## src/rtl/rpn_stack_master.sv

```systemverilog
// rpn_stack_master: command-side initiator for a 5-entry, 4-bit hardware stack.
// It accepts literal/add/sub/peek tokens over valid/ready and turns each token
// into stack push/pop/get commands, evaluating reverse-Polish expressions.
// The stack wraps silently, so occupancy is tracked here and used to reject
// tokens that would overflow or underflow. A rejected token sets a sticky ERR.
// Optional feature macro: RPN_SAT_EN (saturating add/sub). When it is undefined,
// add and sub wrap modulo 16.
module rpn_stack_master (
    input  logic       clk_i,
    input  logic       reset_i,
    input  logic       tok_valid_i,
    output logic       tok_ready_o,
    input  logic [1:0] tok_kind_i,
    input  logic [3:0] tok_data_i,
    output logic [1:0] s_command_o,
    output logic [2:0] s_index_o,
    output logic [3:0] s_i_data_o,
    input  logic [3:0] s_o_data_i,
    output logic       res_valid_o,
    output logic [3:0] res_data_o,
    output logic       err_o,
    output logic [2:0] depth_o
);

    localparam logic [1:0] CMD_NOP  = 2'b00;
    localparam logic [1:0] CMD_PUSH = 2'b01;
    localparam logic [1:0] CMD_POP  = 2'b10;
    localparam logic [1:0] CMD_GET  = 2'b11;

    localparam logic [1:0] KIND_LIT  = 2'b00;
    localparam logic [1:0] KIND_ADD  = 2'b01;
    localparam logic [1:0] KIND_SUB  = 2'b10;
    localparam logic [1:0] KIND_PEEK = 2'b11;

    localparam logic [2:0] STACK_DEPTH = 3'd5;

    typedef enum logic [2:0] {
        ST_IDLE     = 3'd0,
        ST_PUSH_LIT = 3'd1,
        ST_POP_A    = 3'd2,
        ST_POP_B    = 3'd3,
        ST_PUSH_R   = 3'd4,
        ST_GET      = 3'd5,
        ST_DONE     = 3'd6
    } state_t;

    state_t     state_q;
    logic       tok_ready_q;
    logic       sub_q;        // latched operation: 1 = subtract, 0 = add
    logic [3:0] a_q;          // first popped operand (old top of stack)
    logic [2:0] depth_q;
    logic       err_q;
    logic       res_valid_q;
    logic [3:0] res_data_q;
    logic [1:0] s_command_q;
    logic [2:0] s_index_q;
    logic [3:0] s_i_data_q;

    logic [3:0] push_r_data_d;

    // Combine the two operands: B is the deeper operand, A the former top.
    function automatic logic [3:0] alu_f(input logic sub, input logic [3:0] b, input logic [3:0] a);
        logic [4:0] sum;
        logic [3:0] r;
        sum = {1'b0, b} + {1'b0, a};
`ifdef RPN_SAT_EN
        if (sub) begin
            if (b < a) begin
                r = 4'd0;
            end else begin
                r = b - a;
            end
        end else begin
            if (sum[4]) begin
                r = 4'd15;
            end else begin
                r = sum[3:0];
            end
        end
`else
        if (sub) begin
            r = b - a;
        end else begin
            r = sum[3:0];
        end
`endif
        return r;
    endfunction

    // Result of add/sub, formed while the second operand is on the stack's output.
    always_comb begin
        push_r_data_d = alu_f(sub_q, s_o_data_i, a_q);
    end

    // Token FSM with registered stack-command, handshake and result outputs.
    always_ff @(posedge clk_i or posedge reset_i) begin
        if (reset_i) begin
            state_q     <= ST_IDLE;
            tok_ready_q <= 1'b1;
            sub_q       <= 1'b0;
            a_q         <= 4'd0;
            depth_q     <= 3'd0;
            err_q       <= 1'b0;
            res_valid_q <= 1'b0;
            res_data_q  <= 4'd0;
            s_command_q <= CMD_NOP;
            s_index_q   <= 3'd0;
            s_i_data_q  <= 4'd0;
        end else begin
            res_valid_q <= 1'b0;
            case (state_q)
                ST_IDLE: begin
                    if (tok_valid_i) begin
                        sub_q <= (tok_kind_i == KIND_SUB);
                        case (tok_kind_i)
                            KIND_LIT: begin
                                if (depth_q < STACK_DEPTH) begin
                                    state_q     <= ST_PUSH_LIT;
                                    tok_ready_q <= 1'b0;
                                    s_command_q <= CMD_PUSH;
                                    s_i_data_q  <= tok_data_i;
                                end else begin
                                    err_q <= 1'b1;
                                end
                            end
                            KIND_ADD, KIND_SUB: begin
                                if (depth_q >= 3'd2) begin
                                    state_q     <= ST_POP_A;
                                    tok_ready_q <= 1'b0;
                                    s_command_q <= CMD_POP;
                                end else begin
                                    err_q <= 1'b1;
                                end
                            end
                            KIND_PEEK: begin
                                if (tok_data_i[2:0] < depth_q) begin
                                    state_q     <= ST_GET;
                                    tok_ready_q <= 1'b0;
                                    s_command_q <= CMD_GET;
                                    s_index_q   <= tok_data_i[2:0];
                                end else begin
                                    err_q <= 1'b1;
                                end
                            end
                            default: begin
                                err_q <= 1'b1;
                            end
                        endcase
                    end
                end
                ST_PUSH_LIT: begin
                    depth_q     <= depth_q + 3'd1;
                    res_data_q  <= s_i_data_q;
                    res_valid_q <= 1'b1;
                    s_command_q <= CMD_NOP;
                    s_i_data_q  <= 4'd0;
                    state_q     <= ST_DONE;
                end
                ST_POP_A: begin
                    a_q         <= s_o_data_i;
                    depth_q     <= depth_q - 3'd1;
                    s_command_q <= CMD_POP;
                    state_q     <= ST_POP_B;
                end
                ST_POP_B: begin
                    depth_q     <= depth_q - 3'd1;
                    s_command_q <= CMD_PUSH;
                    s_i_data_q  <= push_r_data_d;
                    state_q     <= ST_PUSH_R;
                end
                ST_PUSH_R: begin
                    depth_q     <= depth_q + 3'd1;
                    res_data_q  <= s_i_data_q;
                    res_valid_q <= 1'b1;
                    s_command_q <= CMD_NOP;
                    s_i_data_q  <= 4'd0;
                    state_q     <= ST_DONE;
                end
                ST_GET: begin
                    res_data_q  <= s_o_data_i;
                    res_valid_q <= 1'b1;
                    s_command_q <= CMD_NOP;
                    s_index_q   <= 3'd0;
                    state_q     <= ST_DONE;
                end
                ST_DONE: begin
                    tok_ready_q <= 1'b1;
                    state_q     <= ST_IDLE;
                end
                default: begin
                    tok_ready_q <= 1'b1;
                    s_command_q <= CMD_NOP;
                    s_index_q   <= 3'd0;
                    s_i_data_q  <= 4'd0;
                    state_q     <= ST_IDLE;
                end
            endcase
        end
    end

    assign tok_ready_o = tok_ready_q;
    assign s_command_o = s_command_q;
    assign s_index_o   = s_index_q;
    assign s_i_data_o  = s_i_data_q;
    assign res_valid_o = res_valid_q;
    assign res_data_o  = res_data_q;
    assign err_o       = err_q;
    assign depth_o     = depth_q;

endmodule

```

## config.mk

```make
export PLATFORM = sky130hd
export DESIGN_NAME = rpn_stack_master
export DESIGN_NICKNAME = d
export VERILOG_FILES = /design/src/rtl/rpn_stack_master.sv
export SDC_FILE = /design/constraint.sdc
export NUM_CORES = 1
export LEC_CHECK = 0
export CAP_MARGIN = 10
export CORE_ASPECT_RATIO = 1.4
export CORE_MARGIN = 4
export CORE_UTILIZATION = 56
export DETAILED_ROUTE_END_ITERATION = 16
export PLACE_DENSITY = 0.95
export RECOVER_POWER = 100
export SYNTH_ARGS = -nofsm -noshare
export SYNTH_HDL_FRONTEND = slang
export SYNTH_SLANG_ARGS = --single-unit
```

## constraint.sdc

```tcl
create_clock -name clk_i -period 5.8 [get_ports clk_i]
set_clock_uncertainty 0.1 [all_clocks]
set_input_delay 0.87 -clock clk_i [delete_from_list [all_inputs] [get_ports clk_i]]
set_output_delay 0.87 -clock clk_i [all_outputs]
set_load 0.01 [all_outputs]
```

Yosys cells after proc, flatten, opt, wreduce, memory -nomap -nowiden:

Index checks and enable logic that the tools add are counted.

* add/subtract/negate cells: 4
* multiply operators: 0
* div/mod/pow operators: 0
* magnitude comparators: 3
* equality and inequality tests: 20
* shift-type cells: 0
* mux-type cells: 34
* bitwise gates (word level): 4
* reduce and logical (&&, ||, !) cells: 18

Operator list (count)
* 2-to-1 mux 3 bit: 7
* 2-to-1 mux 4 bit: 4
* AND reduction 5 bit: 3
* != test 2 bit, second input constant: 6
* one-hot mux 3 bit (2 select lines): 2
* one-hot mux 3 bit (4 select lines): 1
* one-hot mux 4 bit (3 select lines): 1
* AND reduction 4 bit: 3
* OR reduction 5 bit: 2
* equality test 3 bit, second input constant: 3
* != test 3 bit, second input constant: 3
* one-hot mux 3 bit (3 select lines): 1
* 2-to-1 mux 1 bit: 8
* 2-to-1 mux 2 bit: 4
* one-hot mux 2 bit (4 select lines): 1
* one-hot mux 4 bit (2 select lines): 1
* equality test 3 x 2 -> 1 bit, second input constant: 2
* one-hot mux 1 bit (3 select lines): 2
* one-hot mux 2 bit (3 select lines): 1
* OR reduction 2 bit: 3
* OR reduction 3 bit: 2
* adder 4 bit: 1
* equality test 2 bit, second input constant: 2
* != test 2 x 1 -> 1 bit, second input constant: 2
* 14 further kinds: 18

* flip-flop bits (word level): 27
* bits in latches: 0
* bits in writable memories: 0
* bits in read-only memories: 0
* bits of input ports: 13
* memories: 0

Depth between registers and ports, before layout:

* depth after elaboration: 5
* gate-level depth with buffers: 9
* mapped depth without buffers: 9

Least setup slack after synthesis:

No wires, ideal clock.

* path type: input -> register
* from: input port s_o_data_i[0]
* to: register s_i_data_q[2], in the netlist s_i_data_o[2]
* setup time: 0.128 ns
* arrival: 2.003 ns
* setup slack: 3.569 ns
* stages on the path: 7
* cell sequence: inv_1 -> ha_1 -> fa_1 -> xnor2_1 -> nand3_1 -> a21oi_1 -> mux2_1

* cells in the longest elaborated chain, start to end: 3
* elaborated cells on any way between the ends: 4

Ends and longest elaborated chain
* start: declaration: line 18 `input logic [3:0] s_o_data_i,`
* adder 4 bit / subtractor 4 bit (equally long branches): line 65, 82
* 2-to-1 mux 4 bit (*): line 81 `if (sub) begin`
* one-hot mux 4 bit (3 select lines) (*): line 111 `case (state_q)`
* end signal: assignment: line 121 `s_i_data_q <= tok_data_i;`
* end signal: assignment: line 168 `s_i_data_q <= push_r_data_d;`
* end: declaration: line 57 `logic [3:0] s_i_data_q;`

Every way passes the cells marked *; elsewhere a longest branch is shown, timed or not.
A chain may end at the register's enable or synchronous reset.

Worst setup path after layout:

* from: register state_q[0]
* to: register s_index_q[0], in the netlist s_index_o[0]

* cells in the longest elaborated chain, start to end: 4
* elaborated cells on any way between the ends: 13

Ends and longest elaborated chain
* start: declaration: line 47 `state_t state_q;`
* start signal: assignment: line 98 `state_q <= ST_IDLE;`
* start signal: assignment: line 118 `state_q <= ST_PUSH_LIT;`
* start signal: assignment: line 128 `state_q <= ST_POP_A;`
* equality test 3 bit, or another cell as far along: line 111
* OR reduction 5 bit (no source line)
* inverter 1 bit (no source line)
* AND reduction 4 bit (no source line)
* end signal: assignment: line 140 `s_index_q <= tok_data_i[2:0];`
* end: declaration: line 56 `logic [2:0] s_index_q;`

Several ways; a longest one is shown, not always the timed one.

==> qor.tcl <==
set qor(run_status) {complete, no violations}
set qor(worstRegToRegCells) 5
set qor(final_cell_area_um2) 2130
set qor(cts.repair.resized) 0
set qor(fraction_of_registers_with_async_set_reset_pct) 100
set qor(crit_required_ns) 5.89
set qor(critical_path.slowest_cell) {sky130_fd_sc_hd__nor3_1}
set qor(clock_path_buffers) 2
set qor(die_y_um) 74.8
set qor(fillCellCount) 246
set qor(power.ir.vdd_worst_uv) 333
set qor(synth_flop_cell) {sky130_fd_sc_hd__dfrtp_1}
set qor(clock_pin_slew_of_the_registers_on_the_worst_case_setup_and_hold_paths_ns) 0.10
set qor(first_iter_violations) 68
set qor(hold_buffers) 0
set qor(fin_nets) 250
set qor(viasPerCell) 5.91
set qor(placed_cell_area_um2) 2110
set qor(area.sequential_um2) 677
set qor(worst-path-max-fanout) 18
set qor(clock_root_buffer) {sky130_fd_sc_hd__clkbuf_8}
set qor(synth_area_leaders) {sky130_fd_sc_hd__dfrtp_1 36%, sky130_fd_sc_hd__ha_1 9.1%, sky130_fd_sc_hd__nand2_1 5.0%, sky130_fd_sc_hd__inv_1 3.8%, sky130_fd_sc_hd__o21ai_0 3.6%}
set qor(ys.warnings.count) 0
set qor(core_area_um2) 3090
set qor(rsz0062_at_grt) {no}
set qor(cpLargestDelayFamily) {simple AND/OR/NAND/NOR gates}
set qor(ys_seq_elements) 27
set qor(synthDistinctLibCells) 40
set qor(use_met2_pct) 39.6
set qor(grt_max_degree) 28
set qor(synth_top_area_share_pct) 36.4
set qor(grt_busiest_layer) {met2}
set qor(number_of_diodes_added_for_antenna_fixing) 0
set qor(finalCriticalPeriod_ns) 3.14
set qor(place.detailed.hpwl_um) 3190
set qor(clock_tree_from_tritoncts) {built}
set qor(grt_use_met1_pct) 26.2
set qor(combined_area_of_the_multi_input_logic_cells_um2) 973
set qor(die-width_um) 55.7
set qor(hp-class) {register to register}
set qor(tritoncts_num_sinks) 27
set qor(worstPathBufferInverterCount) 0
set qor(largest_area_contributor_in_the_synthesized_netlist) {sky130_fd_sc_hd__dfrtp_1}
set qor(initial_core_util_pct) 57.7
set qor(crit_path_start_kind) {register}
set qor(ff2ff_setup_slack_ns) 2.66
set qor(clkLatencyLatePin_ns) 0.28
set qor(capture_point_of_the_critical_path) {s_index_o[0]}
set qor(timing.slew.headroom_pct) 14.3
set qor(max_cap_violation_count) 0
set qor(total_routed_wirelength_um) 4300
set qor(numCtsBuffers) 3
set qor(worst-path-stages) 5
set qor(fraction_of_layout_cells_with_a_size_suffix_above_1_pct) 5.88
set qor(reg2reg_to) {s_index_o[0]}
set qor(fp-row-count) 24
set qor(place_inst) 256
set qor(drc) 0
set qor(vias) 1536
set qor(syn-num-nets) 220
set qor(worst_r2r_startpoint) {state_q[0]}
set qor(crit_path_start) {state_q[0]}
set qor(power.static_leakage_uw) 0.000983
set qor(setup_viol_count_final) 0
set qor(yosysSeqAreaShare_pct) 37.9
set qor(worstSetupEndpointType) {register}
set qor(layoutNonFillerInstCount) 260
set qor(path_cells) {nor3_1, nand2_1, a221oi_1, nand3_1, o21ai_0}
set qor(final-hold-violation-count) 0
set qor(synthesis.area_um2) 1790
set qor(grt.met3_usage_pct) 2.40
set qor(syn_area_per_cell_um2) 9.30
set qor(totalNegativeSetupSlack_ns) 0
set qor(drt-wirelength-per-cell_um) 16.5
set qor(ctsHtreeMaxLevel) 1
set qor(port_buffers) 31
set qor(post_synth_inst_count) 192
set qor(power-per-cell-area_nw_per_um2) 544
set qor(grt_util_all_layers_pct) 21.5
set qor(setup.worst_path.class) {register to register}
set qor(final_max_slew_viol_count) 0
set qor(area_growth_syn_to_layout_pct) 19.1
set qor(stage_delay_of_the_slowest_cell_on_the_critical_path_ns) 1.07
set qor(timing.critical_path.arrival_ns) 3.23
set qor(grt_pass1_vias) 1534
set qor(clock.fmax_ghz) 0.319
set qor(min_period_over_period_pct) 54.1
set qor(drt-pass1-iter-count) 4
set qor(postRouteAntennaNets) 0
set qor(antenna_found_initial) 0
set qor(cts_post_setup_buffers_inserted) 0
set qor(grt_pass1_wl_um) 7120
set qor(finalHoldWorstSlack_ns) 0.380
set qor(tightestPinTransition_ns) 1.28
set qor(number_of_enable_type_register_cells_in_the_synthesized_netlist) 0
set qor(overall_overflow_remaining_after_global_route) 0
set qor(gp_congestion) 0.873
set qor(design.portCount) 32
set qor(floorplan_die_area_um2) 4170
## Yosys cell counts (2+ instances only)
cell type,number
sky130_fd_sc_hd__dfrtp_1,26
sky130_fd_sc_hd__nand2_1,24
sky130_fd_sc_hd__inv_1,18
sky130_fd_sc_hd__ha_1,13
sky130_fd_sc_hd__o21ai_0,13
sky130_fd_sc_hd__a21oi_1,11
sky130_fd_sc_hd__nor2_1,10
sky130_fd_sc_hd__xnor2_1,7
sky130_fd_sc_hd__mux2i_1,6
sky130_fd_sc_hd__nand3_1,6
sky130_fd_sc_hd__buf_2,5
sky130_fd_sc_hd__o21ai_1,5
sky130_fd_sc_hd__mux2_2,4
sky130_fd_sc_hd__o211ai_1,4
sky130_fd_sc_hd__and2b_1,3
sky130_fd_sc_hd__mux2_1,3
sky130_fd_sc_hd__nor2_2,3
sky130_fd_sc_hd__a211oi_1,2
sky130_fd_sc_hd__a21o_1,2
sky130_fd_sc_hd__a221oi_1,2
sky130_fd_sc_hd__fa_1,2
sky130_fd_sc_hd__nand2b_1,2
sky130_fd_sc_hd__nor2b_1,2
sky130_fd_sc_hd__nor3_2,2
sky130_fd_sc_hd__o21bai_1,2
## power by group
group	total [uW]	internal [uW]	switching, uW
registers	376	274	102
clock network	113	48.3	64.8
logic	669	316	353
total	1160	638	520
## worst register-to-register path, cell delays in order, from the launching register on
cell and delay [ns]:
sky130_fd_sc_hd__dfrtp_1 0.62, sky130_fd_sc_hd__nor3_1 1.07, sky130_fd_sc_hd__nand2_1 0.31, sky130_fd_sc_hd__a221oi_1 0.65, sky130_fd_sc_hd__nand3_1 0.14, sky130_fd_sc_hd__o21ai_0 0.15
## kinds of logic after synthesis
logic type | Yosys count | share of synthesized area, %
and+or+nand+nor | 55 | 15.0
buffers and inverters | 25 | 6.03
AOI/OAI and AO/OA | 50 | 18.5
xor gates and xnor gates | 7 | 3.43
adders and majority gates | 15 | 11.4
DFF | 27 | 37.9
muxes | 13 | 7.78
## worst min-delay path by stage
stage                           start     endpoint  cells past startpoint
after floorplan           tok_ready_o  tok_ready_o                      2
after global placement    tok_ready_o  tok_ready_o                      2
after detailed placement  tok_ready_o  tok_ready_o                      2
after CTS                 tok_ready_o  tok_ready_o                      2
after global routing      tok_ready_o  tok_ready_o                      2
final                     tok_ready_o  tok_ready_o                      2
## flip-flops by register name (all words and copies together), names as in the netlist
signal / count
state_q: 3
s_index_o: 3
res_data_o: 4
sub_q: 1
s_command_o: 2
res_valid_o: 1
err_o: 1
a_q: 4
tok_ready_o: 1
depth_o: 3
s_i_data_o: 4
## placed cells by master (no fill, tap or decap), drive strengths merged, types with 3 or more instances in the layout
cell and count:
a21oi 12, dfrtp 26, nand3 6, dlygate4sd3 22, nand2 24, clkdlybuf4s50 9
nor2 13, o211ai 4, clkbuf 3, mux2 7, ha 13, inv 19
mux2i 6, nor3 3, and2b 3, o21ai 18, a221oi 3, xnor2 7
## stage by stage
step / util (%) / total power (uW) / setup slack (ns)
5_1_grt: 68.8 / 1260 / 2.32
6_report: 68.8 / 1160 / 2.66
3_3_place_gp: 68.2 / 1040 / 3.02
2_1_floorplan: - / 847 / 3.57
3_5_place_dp: 68.2 / 1080 / 2.97
4_1_cts: 69.7 / 1200 / 3.25
## area by class of cell
cell class / instances / share of cell area [%]
Clock buffer: 3 / 1.94
Clock inverter: 1 / 0.235
Inverter: 19 / 3.35
Multi-Input combinational cell: 140 / 45.8
Sequential cell: 27 / 31.8
Tap cell: 39 / 2.29
Timing Repair Buffer: 31 / 14.6
## layer usage
metal  share of wire (%)  routed length (um)
met1                  39                1680
met2                  54                2300
met3                 4.9                 210
met4                 2.4                 105
met5                   0                   0
(Power assumes the default switching activity.)
